===== config.mk =====
export PLATFORM = sky130hd
export DESIGN_NAME = fc_argmax_classifier_flat
export DESIGN_NICKNAME = d
export VERILOG_FILES = /design/src/rtl/fc_argmax_classifier_pkg.sv /design/src/rtl/fc_argmax_classifier_if.sv /design/src/rtl/fc_argmax_classifier_saturate.sv /design/src/rtl/fc_argmax_classifier.sv /design/src/flat_wrapper.sv
export SDC_FILE = /design/constraint.sdc
export NUM_CORES = 1
export LEC_CHECK = 0
export CORE_ASPECT_RATIO = 0.75
export CORE_MARGIN = 2
export CORE_UTILIZATION = 55
export DETAILED_ROUTE_END_ITERATION = 16
export DONT_BUFFER_PORTS = 1
export PLACE_DENSITY = 0.7
export SYNTH_ARGS = -nofsm -noshare
export SYNTH_HDL_FRONTEND = slang
export SYNTH_SLANG_ARGS = --single-unit
export TNS_END_PERCENT = 30

===== constraint.sdc =====
create_clock -name clk -period 4 [get_ports clk]
set_input_delay 0.2 -clock clk [delete_from_list [all_inputs] [get_ports clk]]
set_output_delay 0.2 -clock clk [all_outputs]
set_load 0.02 [all_outputs]

===== src/rtl/fc_argmax_classifier_pkg.sv =====
`default_nettype none
// fc_argmax_classifier_pkg: shared FSM state type, class-index width helper and signed clamp.
package fc_argmax_classifier_pkg;

  typedef enum logic [0:0] {
    IDLE  = 1'b0,
    ACCUM = 1'b1
  } state_t;

  localparam int SAT_CALC_W = 64;

  function automatic int class_idx_w(input int classes);
    return (classes < 2) ? 1 : $clog2(classes);
  endfunction

  function automatic logic signed [SAT_CALC_W-1:0] sat_signed(
    input logic signed [SAT_CALC_W-1:0] val,
    input int                           width
  );
    logic signed [SAT_CALC_W-1:0] hi;
    logic signed [SAT_CALC_W-1:0] lo;
    hi = (64'sd1 <<< (width - 1)) - 64'sd1;
    lo = -hi - 64'sd1;
    if (val > hi) return hi;
    if (val < lo) return lo;
    return val;
  endfunction

endpackage
`default_nettype wire


===== src/rtl/fc_argmax_classifier_if.sv =====
`default_nettype none
// fc_argmax_classifier_if: framed logit input stream plus valid/ready result and error pulses.
// Define FC_ARGMAX_TOP2_EN to add the runner-up class and score signals.
interface fc_argmax_classifier_if
  import fc_argmax_classifier_pkg::*;
#(
  parameter int IN_WIDTH  = 24,
  parameter int CLASSES   = 64,
  parameter int OUT_WIDTH = 16
);
  localparam int CLASS_W = class_idx_w(CLASSES);

  logic signed [IN_WIDTH-1:0]  i_data;
  logic                        i_valid;
  logic                        i_sop;
  logic                        i_eop;
  logic [CLASS_W-1:0]          o_class;
  logic signed [OUT_WIDTH-1:0] o_score;
  logic                        o_sat;
  logic                        o_valid;
  logic                        i_ready;
  logic                        o_overrun;
  logic                        o_err_len;
  logic                        o_err_sop;
`ifdef FC_ARGMAX_TOP2_EN
  logic [CLASS_W-1:0]          o_class2;
  logic signed [OUT_WIDTH-1:0] o_score2;

  modport slave (
    input  i_data, i_valid, i_sop, i_eop, i_ready,
    output o_class, o_score, o_sat, o_valid, o_overrun, o_err_len, o_err_sop,
    output o_class2, o_score2
  );
  modport master (
    output i_data, i_valid, i_sop, i_eop, i_ready,
    input  o_class, o_score, o_sat, o_valid, o_overrun, o_err_len, o_err_sop,
    input  o_class2, o_score2
  );
`else
  modport slave (
    input  i_data, i_valid, i_sop, i_eop, i_ready,
    output o_class, o_score, o_sat, o_valid, o_overrun, o_err_len, o_err_sop
  );
  modport master (
    output i_data, i_valid, i_sop, i_eop, i_ready,
    input  o_class, o_score, o_sat, o_valid, o_overrun, o_err_len, o_err_sop
  );
`endif

endinterface
`default_nettype wire


===== src/rtl/fc_argmax_classifier_saturate.sv =====
`default_nettype none
// signed_saturate: combinational clamp of a signed IN_WIDTH value into OUT_WIDTH with a clip flag.
module signed_saturate
  import fc_argmax_classifier_pkg::*;
#(
  parameter int IN_WIDTH  = 24,
  parameter int OUT_WIDTH = 16
) (
  input  logic signed [IN_WIDTH-1:0]  din,
  output logic signed [OUT_WIDTH-1:0] dout,
  output logic                        sat
);
  logic signed [SAT_CALC_W-1:0] wide;
  logic signed [SAT_CALC_W-1:0] clamped;

  assign wide    = SAT_CALC_W'(din);
  assign clamped = sat_signed(wide, OUT_WIDTH);
  assign dout    = clamped[OUT_WIDTH-1:0];
  assign sat     = (clamped != wide);

endmodule
`default_nettype wire


===== src/rtl/fc_argmax_classifier.sv =====
`default_nettype none
// fc_argmax_classifier: argmax over a framed packet of CLASSES signed logits, result held on valid/ready.
// Define FC_ARGMAX_TOP2_EN to also report the runner-up class and score.
module fc_argmax_classifier
  import fc_argmax_classifier_pkg::*;
#(
  parameter int IN_WIDTH  = 24,
  parameter int CLASSES   = 64,
  parameter int OUT_WIDTH = 16
) (
  input  logic                 clk,
  input  logic                 rst,
  input  logic                 clk_en,
  fc_argmax_classifier_if.slave bus
);
  localparam int                 CLASS_W  = class_idx_w(CLASSES);
  localparam logic [CLASS_W-1:0] LAST_IDX = CLASS_W'(CLASSES - 1);
  localparam logic [CLASS_W-1:0] ONE_IDX  = CLASS_W'(1);

  state_t                      state;
  logic [CLASS_W-1:0]          cnt;
  logic signed [IN_WIDTH-1:0]  best;
  logic [CLASS_W-1:0]          best_idx;
  logic                        res_valid;
  logic [CLASS_W-1:0]          res_class;
  logic signed [OUT_WIDTH-1:0] res_score;
  logic                        res_sat;
  logic                        overrun;
  logic                        err_len;
  logic                        err_sop;

  logic                        accum_beat;
  logic                        good_end;
  logic                        take_result;
  logic                        beat_gt_best;
  logic signed [IN_WIDTH-1:0]  nxt_best;
  logic [CLASS_W-1:0]          nxt_idx;
  logic signed [OUT_WIDTH-1:0] sat_score;
  logic                        sat_flag;

  // Running best including the current beat; the commit path saturates this view.
  assign accum_beat   = bus.i_valid && !bus.i_sop && (state == ACCUM);
  assign good_end     = accum_beat && bus.i_eop && (cnt == LAST_IDX);
  assign take_result  = !res_valid || bus.i_ready;
  assign beat_gt_best = bus.i_data > best;
  assign nxt_best     = beat_gt_best ? bus.i_data : best;
  assign nxt_idx      = beat_gt_best ? cnt : best_idx;

  signed_saturate #(.IN_WIDTH(IN_WIDTH), .OUT_WIDTH(OUT_WIDTH)) u_sat_best (
    .din  (nxt_best),
    .dout (sat_score),
    .sat  (sat_flag)
  );

`ifdef FC_ARGMAX_TOP2_EN
  logic signed [IN_WIDTH-1:0]  second;
  logic [CLASS_W-1:0]          second_idx;
  logic signed [IN_WIDTH-1:0]  nxt_second;
  logic [CLASS_W-1:0]          nxt_second_idx;
  logic                        take_second;
  logic [CLASS_W-1:0]          res_class2;
  logic signed [OUT_WIDTH-1:0] res_score2;
  logic signed [OUT_WIDTH-1:0] sat_score2;

  // The second beat always seeds the runner-up; beats equal to best fall through to it.
  assign take_second = (cnt == ONE_IDX) || (bus.i_data > second);

  always_comb begin
    nxt_second     = second;
    nxt_second_idx = second_idx;
    if (beat_gt_best) begin
      nxt_second     = best;
      nxt_second_idx = best_idx;
    end else if (take_second) begin
      nxt_second     = bus.i_data;
      nxt_second_idx = cnt;
    end
  end

  signed_saturate #(.IN_WIDTH(IN_WIDTH), .OUT_WIDTH(OUT_WIDTH)) u_sat_second (
    .din  (nxt_second),
    .dout (sat_score2),
    .sat  ()
  );

  assign bus.o_class2 = res_class2;
  assign bus.o_score2 = res_score2;
`endif

  always_ff @(posedge clk) begin
    if (rst) begin
      state      <= IDLE;
      cnt        <= '0;
      best       <= '0;
      best_idx   <= '0;
      res_valid  <= 1'b0;
      res_class  <= '0;
      res_score  <= '0;
      res_sat    <= 1'b0;
      overrun    <= 1'b0;
      err_len    <= 1'b0;
      err_sop    <= 1'b0;
`ifdef FC_ARGMAX_TOP2_EN
      second     <= '0;
      second_idx <= '0;
      res_class2 <= '0;
      res_score2 <= '0;
`endif
    end else if (clk_en) begin
      overrun <= 1'b0;
      err_len <= 1'b0;
      err_sop <= 1'b0;

      if (res_valid && bus.i_ready) res_valid <= 1'b0;

      if (good_end) begin
        if (take_result) begin
          res_valid  <= 1'b1;
          res_class  <= nxt_idx;
          res_score  <= sat_score;
          res_sat    <= sat_flag;
`ifdef FC_ARGMAX_TOP2_EN
          res_class2 <= nxt_second_idx;
          res_score2 <= sat_score2;
`endif
        end else begin
          overrun <= 1'b1;
        end
      end

      case (state)
        IDLE: begin
          if (bus.i_valid) begin
            if (bus.i_sop) begin
              best     <= bus.i_data;
              best_idx <= '0;
              cnt      <= ONE_IDX;
              err_len  <= bus.i_eop;
              state    <= bus.i_eop ? IDLE : ACCUM;
            end else begin
              err_sop <= 1'b1;
            end
          end
        end
        ACCUM: begin
          if (bus.i_valid) begin
            if (bus.i_sop) begin
              err_sop  <= 1'b1;
              best     <= bus.i_data;
              best_idx <= '0;
              cnt      <= ONE_IDX;
              if (bus.i_eop) begin
                err_len <= 1'b1;
                state   <= IDLE;
              end
            end else begin
              best       <= nxt_best;
              best_idx   <= nxt_idx;
              cnt        <= cnt + ONE_IDX;
`ifdef FC_ARGMAX_TOP2_EN
              second     <= nxt_second;
              second_idx <= nxt_second_idx;
`endif
              if (bus.i_eop || (cnt == LAST_IDX)) begin
                state   <= IDLE;
                err_len <= !good_end;
              end
            end
          end
        end
        default: state <= IDLE;
      endcase
    end
  end

  assign bus.o_valid   = res_valid;
  assign bus.o_class   = res_class;
  assign bus.o_score   = res_score;
  assign bus.o_sat     = res_sat;
  assign bus.o_overrun = overrun;
  assign bus.o_err_len = err_len;
  assign bus.o_err_sop = err_sop;

endmodule
`default_nettype wire


===== src/flat_wrapper.sv =====
// flat-port wrapper written by rule: the top's interface ports become plain ports
module fc_argmax_classifier_flat import fc_argmax_classifier_pkg::*;
#(
  parameter int IN_WIDTH  = 24,
  parameter int CLASSES   = 64,
  parameter int OUT_WIDTH = 16
)
  (clk, rst, clk_en, bus_i_data, bus_i_valid, bus_i_sop, bus_i_eop, bus_i_ready, bus_o_class, bus_o_score, bus_o_sat, bus_o_valid, bus_o_overrun, bus_o_err_len, bus_o_err_sop);
  fc_argmax_classifier_if #(.IN_WIDTH(IN_WIDTH), .CLASSES(CLASSES), .OUT_WIDTH(OUT_WIDTH)) bus_i ();
  input  logic clk;
  input  logic rst;
  input  logic clk_en;
  input wire logic [$bits(bus_i.i_data)-1:0] bus_i_data;
  input wire logic [$bits(bus_i.i_valid)-1:0] bus_i_valid;
  input wire logic [$bits(bus_i.i_sop)-1:0] bus_i_sop;
  input wire logic [$bits(bus_i.i_eop)-1:0] bus_i_eop;
  input wire logic [$bits(bus_i.i_ready)-1:0] bus_i_ready;
  output wire logic [$bits(bus_i.o_class)-1:0] bus_o_class;
  output wire logic [$bits(bus_i.o_score)-1:0] bus_o_score;
  output wire logic [$bits(bus_i.o_sat)-1:0] bus_o_sat;
  output wire logic [$bits(bus_i.o_valid)-1:0] bus_o_valid;
  output wire logic [$bits(bus_i.o_overrun)-1:0] bus_o_overrun;
  output wire logic [$bits(bus_i.o_err_len)-1:0] bus_o_err_len;
  output wire logic [$bits(bus_i.o_err_sop)-1:0] bus_o_err_sop;
  assign bus_i.i_data = bus_i_data;
  assign bus_i.i_valid = bus_i_valid;
  assign bus_i.i_sop = bus_i_sop;
  assign bus_i.i_eop = bus_i_eop;
  assign bus_i.i_ready = bus_i_ready;
  assign bus_o_class = bus_i.o_class;
  assign bus_o_score = bus_i.o_score;
  assign bus_o_sat = bus_i.o_sat;
  assign bus_o_valid = bus_i.o_valid;
  assign bus_o_overrun = bus_i.o_overrun;
  assign bus_o_err_len = bus_i.o_err_len;
  assign bus_o_err_sop = bus_i.o_err_sop;
  fc_argmax_classifier #(.IN_WIDTH(IN_WIDTH), .CLASSES(CLASSES), .OUT_WIDTH(OUT_WIDTH)) u_core (.clk(clk), .rst(rst), .clk_en(clk_en), .bus(bus_i));
endmodule

# Word-level counts from Yosys, hierarchy flattened
# Cells that the tools add are included.
# word_totals
word_cells	81
inputBits	31
reg_bits	64
# classes
muxes	48
reduce_logical	12
bitwise	1
n_eq_ne	5
magnitude_cmp	3
n_addsub	1
# ops
cell	n
$mux 64	4
$mux 24	5
$ne 64x24->1	1
$mux 6	9
$pmux 24 s2	1
$gt 24x16->1 const B	1
$gt 24x24->1	1
$lt 24x16->1 const B	1
$mux 1	24
$pmux 6 s2	2
$add 6x1->6 const B	1
$eq 6x6->1 const B	1
$ne 2x2->1 const B	3
$pmux 1 s2	3
$logic_and 1x1->1	5
$reduce_and 4->1	1
$logic_not 1->1	3
$reduce_and 3->1	1
$logic_or 1x1->1	2
$not 1->1	1

# Logic depth before layout (Yosys ltp)
# depth
depth_word	10
depth_mapped	17
mapped_depth_nobuf	14

# Modules after synthesis
# A second synthesis with hierarchy kept.
# hier_totals
hier_cells	472
hier_area_um2	3970.1
# modules_own_cells
mod	seq_area_each_um2	area_per_inst_um2	cells_each	n_inst
fc_argmax_classifier	1281.2	3648.5	423	1
signed_saturate	0.0	321.6	49	1

# Worst setup path before layout
# OpenSTA, ideal clock, no wires.
# synth_path
path_kind	reg2reg
from	register u_core.best[23]
to	register u_core.res_score[4], in the netlist u_core.bus.o_score[4]
arrival_ps	3280
path_buffers	4
setup_ps	115
period_less_slack_ps	3395
path_slack_ps	605
stages_incl_launch_ff	18
cell_sequence	dfxtp_1 > inv_1 > ha_1 > nand4_2 > nor3_1 > a211oi_1 > nand4b_1 > a31oi_4 > nor3_4 > buf_6 > buf_8 > mux2i_1 > or2_1 > ha_1 > clkbuf_1 > clkbuf_1 > nor2_1 > o21a_1
# synth_between
elab_chain_cells	7
# synth_lines
item	line_no	text
from (decl)	fc_argmax_classifier.sv:22	logic signed [IN_WIDTH-1:0] best;
from (signal assigned)	fc_argmax_classifier.sv:135	best <= bus.i_data;
from (signal assigned)	fc_argmax_classifier.sv:149	best <= bus.i_data;
from (signal assigned)	fc_argmax_classifier.sv:157	best <= nxt_best;
$gt 24x24->1	fc_argmax_classifier.sv:45	assign beat_gt_best = bus.i_data > best;
$mux 24 (*)	fc_argmax_classifier.sv:46	assign nxt_best = beat_gt_best ? bus.i_data : best;
$lt 24x16->1	fc_argmax_classifier_pkg.sv:25	if (val < lo) return lo;
$mux 1 (2 in series)	fc_argmax_classifier_pkg.sv:25	
$mux 64	fc_argmax_classifier_pkg.sv:26	return val;
$mux 64 (*)	fc_argmax_classifier_pkg.sv:25	
to (signal assigned)	fc_argmax_classifier.sv:120	res_score <= sat_score;
to (decl)	fc_argmax_classifier.sv:26	logic signed [OUT_WIDTH-1:0] res_score;
# Mark *: on every way between the ends. The rest lies on a longest branch, timed or not. The select of a mux whose other input is x is not followed.
# A chain may end at the register's enable or synchronous reset.

# Final worst setup path
# layout_path
from	register u_core.best[23]
to	register u_core.best[3]
# layout_between
elab_chain_cells	5
# layout_lines
item	line_no	text
$gt 24x24->1	fc_argmax_classifier.sv:45	
$mux 24	fc_argmax_classifier.sv:46	
$mux 24	fc_argmax_classifier.sv:147	if (bus.i_sop) begin
$mux 24	fc_argmax_classifier.sv:146	if (bus.i_valid) begin
$pmux 24 s2	fc_argmax_classifier.sv:131	case (state)
# No other way between the ends. The select of a mux whose other input is x is not followed.

==> run summary <==
The flow ran to the end, and the final reports show no timing, DRC or antenna violations. The tools report the kind of start point of the critical path as a flip-flop. Total of flip-flops plus latches after synthesis: 64.

The via count of the first global-routing pass came out at 3205. Routability-driven placement finished with a final weighted congestion of 0.8742. The capturing point of the worst reg2reg path is u_core.best[3]. The standby leakage power is 1.565 nW, and the boundary pin count is 58.

The tool flagged a number of max-cap violations equal to 0. STA classifies the critical path endpoint as a flip-flop. From synthesis to final layout, the design area changed by 14.80%. The number of antenna violations at the first check in global routing was 0. The min-delay analysis places its worst path in the category input pin to flip-flop. The worst slew margin relative to its limit was 0.4372. The number of antenna cells inserted was 0. CTS placed an instance of sky130_fd_sc_hd__clkbuf_8 at the clock tree root. Setup repair after global routing left no endpoint under its margin. The global-route met2 utilization was 0.4182. Synthesis handed over a netlist of 446 instances. After clock tree synthesis, the clock-pin slew on the worst setup and hold paths is 0.07 ns. Yosys mapped a number of flops with a built-in enable equal to 0. The startpoint identified for the worst hold timing path is rst. The net switching power of the design was 389.2 uW. The mean cell area of the mapped netlist is 8.001 sq um, and the vertical extent of the die is 73.76 um.

The tools report the number of standard-cell rows in the floorplan as 25. The startpoint identified for the worst register-to-register timing path is u_core.best[23]. The library cells used most frequently in the layout, excluding fill and tap cells, are sky130_fd_sc_hd__nor2_1, sky130_fd_sc_hd__dfxtp_1, sky130_fd_sc_hd__nand2_1.

The cell with the largest stage delay on the worst path was sky130_fd_sc_hd__dlygate4sd3_1. At the worst endpoint, the required time is 4.29 ns. Registers take 1281 sq um. Hold violation count in the final report: 0. For the global routing met3 resource utilization, the log shows 0.09420.

The leading cell type in the layout, fill and taps excluded was sky130_fd_sc_hd__nor2_1. For the final net count, the log shows 526. The run gives 9283 um as the total wirelength of the detailed-routed design. For the worst setup path, the data arrival time is 3.88 ns. For the finished layout, the period the worst path requires is 3.589 ns.

The number of different library cells used by synthesis comes to 48. The number of sinks handled by clock tree synthesis was 64. The clock arrives with 0.006235 ns of skew.

The mapped netlist covers 3568 sq um. Buffers added to address setup during post-CTS repair amount to 0. On the worst path, the slowest cell contributes a delay of 0.55 ns. In this run the number of H-tree levels came out at 3. The slew of the pin with the lowest slew margin is 0.8442 ns. The type of the setup path with the least slack was flip-flop to flip-flop.

The logs give 0 for the residual overflow from global routing and 5981 um for the half-perimeter wire length after placement. Setup violations remaining at the end of the flow were counted as 0. The tools report the max-slew violation count as 0.

Summing all multi-input logic gate instances after layout gives 2062 sq um. Once detail routing completed, the nets flagged for antenna violations numbered 0. In this run the register-to-register setup slack is 0.41 ns. Counting every net in the synthesized netlist gives 504. The count of port buffers added during placement is 0, and the clock group share of total power is 0.398.

In the routed design, unresolved DRC markers number 0. The floorplan step set the die width to 97.01 um. The maximum fanout along the worst path works out to 28. The async set-reset flop share out of synthesis came out at 0.

The logs give 197.5 uV for the worst supply voltage drop on vdd and 0.2713 for the total global-route track usage. Combinational fraction of design power: 0.143. The switching part of the total was 0.2718. Internal power comes to 1.043 mW. Fill cells in the final layout number 546.

No sink is reached through more buffers than the 2 on the longest clock path. Before antenna repair, the detailed router went through 4 iterations. Adding up every negative setup slack in the final design gives 0 ns. The share of the yosys chip area belonging to registers was 0.3590; the number of buffers created by CTS was 9. The tools report the worst hold margin as 0.01508 ns. The effective utilization at floorplan is 0.5676.

The share of total power in sequential cells is 0.459, and the period utilization is 0.8973. The ratio of cells with drive above 1 in the final layout was 0.07188. For this design the ratio of total power to cell area is 349.6 nW/um^2.

The worst hold path was traced through 2 stages. The most used routing layer is met2. Entering global routing, the biggest net connects 45 pins. TritonCTS built the clock tree.

The tools report the detailed-route via count as 3184. In this run, the number of DRC markers left after iteration 0 of detailed routing was 179. The hold-critical path endpoint was u_core.bus.o_score[7].

For this run, the top clock speed supported by timing is 0.2786 GHz. Area of the core region: 6287 sq um. Routed wire length per instance: 16.76 um.

Most instantiated flip-flop cell in the synthesis netlist: sky130_fd_sc_hd__dfxtp_1. After detailed routing, the number of vias per cell comes to 5.747. At the later pin of the worst-skew pair, clock insertion delay measures 0.34 ns.

The first global-routing pass estimated 15270 um of wire. The tools report the met1 usage in global routing as 0.3538. The full die area was 7155 sq um. For this run, the number of Yosys warnings is 0. The signal on the critical path passes through inv_1, ha_1, nand4_2, nor4_2, a31oi_4, nor3_4, buf_4, o21a_4, nand2_1, a21oi_1, dlygate4sd3_1. The number of cells on the worst reg-to-reg path is 11.
-- cell usage after synthesis (2+ instances only) --
cell,number,area [sq um]
sky130_fd_sc_hd__o21ai_0,7,35.03
sky130_fd_sc_hd__nand3_1,5,25.02
sky130_fd_sc_hd__o21ai_1,2,10.01
sky130_fd_sc_hd__or3_1,3,18.77
sky130_fd_sc_hd__nor2_1,77,289.0
sky130_fd_sc_hd__xor2_1,3,26.28
sky130_fd_sc_hd__a211oi_1,8,60.06
sky130_fd_sc_hd__buf_6,2,22.52
sky130_fd_sc_hd__nor4_1,8,50.05
sky130_fd_sc_hd__a21o_1,2,15.01
sky130_fd_sc_hd__buf_2,3,15.01
sky130_fd_sc_hd__nand2_1,57,214.0
sky130_fd_sc_hd__ha_1,27,337.8
sky130_fd_sc_hd__a22oi_1,6,45.04
sky130_fd_sc_hd__dfxtp_1,64,1281
sky130_fd_sc_hd__nor3_1,3,15.01
sky130_fd_sc_hd__a21oi_1,44,220.2
sky130_fd_sc_hd__inv_1,30,112.6
sky130_fd_sc_hd__clkbuf_1,14,52.55
sky130_fd_sc_hd__o21bai_1,2,15.01
sky130_fd_sc_hd__buf_4,2,15.01
sky130_fd_sc_hd__nand4_1,15,93.84
sky130_fd_sc_hd__mux2i_1,23,230.2
sky130_fd_sc_hd__o21a_1,15,112.6
-- state kept, by name, summed over array words and instances, names as in the netlist --
signal                flops
u_core.state              1
u_core.bus.o_err_len      1
u_core.bus.o_overrun      1
u_core.bus.o_class        6
u_core.best_idx           6
u_core.bus.o_sat          1
u_core.best              24
u_core.bus.o_valid        1
u_core.bus.o_score       16
u_core.cnt                6
u_core.bus.o_err_sop      1
-- critical path: cells and delay by family, from the launching register on --
kind / cells / cell delay (ns)
buf+inv: 3 / 1.09
simple gates: 4 / 1.03
compound gates: 3 / 0.69
flops: 1 / 0.40
fa+ha+maj: 1 / 0.32
-- final cells by class --
type                            count  share of cell area
Multi-Input combinational cell    329              0.5034
Sequential cell                    64              0.3128
Timing Repair Buffer               33             0.08002
Clock buffer                       10             0.03360
Inverter                           31             0.02902
Tap cell                           81             0.02474
Clock inverter                      6             0.01649
-- cell families (layout without fill, tap and decap cells) --
kind of cell    count (synthesis)  in the layout  share of synthesized area
mux                            25             25                    0.07398
xor+xnor                        4              4                   0.009819
fa+ha+maj                      27             27                    0.09467
flops                          64             64                     0.3590
buf+inv                        53             80                    0.06697
simple gates                  179            179                     0.2248
compound gates                 94             94                     0.1708
-- metrics by stage --
step | setup slack (ns) | instance area (sq um) | util | total power, mW | instances
detailed placement | 0.7243 | 3595 | 0.5717 | 0.8361 | 510
finish | 0.4108 | 4096 | 0.6515 | 1.432 | 554
floorplan | 0.6052 | 3568 | - | 0.8160 | 446
global placement | 0.7591 | 3595 | 0.5717 | 0.8316 | 510
CTS | 0.2609 | 4090 | 0.6505 | 1.437 | 554
global route | 0.1899 | 4096 | 0.6515 | 1.484 | 554
-- power by group through the flow --
stage                     Sequential [mW]  Clock [mW]  Combinational [mW]
after global routing                0.659       0.601               0.224
after detailed placement            0.672           0               0.164
after floorplan                     0.669           0               0.147
after CTS                           0.657       0.579               0.200
after global placement              0.672           0               0.160
final                               0.658       0.569               0.205
-- layer usage --
metal | wire length (um) | vias to the layer above
met2 | 4120 | 82
met1 | 4344 | 1505
met3 | 698 | 17
met4 | 119 | 0
met5 | 0 | -
li1 | - | 1580
-- repair_timing --
item,CTS,global route
endpoints found under the hold margin,44,0
endpoints found under the setup margin,0,1
hold buffers,28,0
gates resized for setup,0,1
-- worst max-delay path by stage --
stage	endpoint	slack, ns	startpoint
after floorplan	u_core.bus.o_score[4]	0.61	u_core.best[23]
after global routing	u_core.best[3]	0.19	u_core.best[23]
after global placement	u_core.bus.o_score[14]	0.76	u_core.best[23]
after detailed placement	u_core.bus.o_score[15]	0.72	u_core.best[23]
final	u_core.best[3]	0.41	u_core.best[23]
after CTS	u_core.best[3]	0.26	u_core.best[23]
No activity file was read; power rests on OpenSTA's default activity.
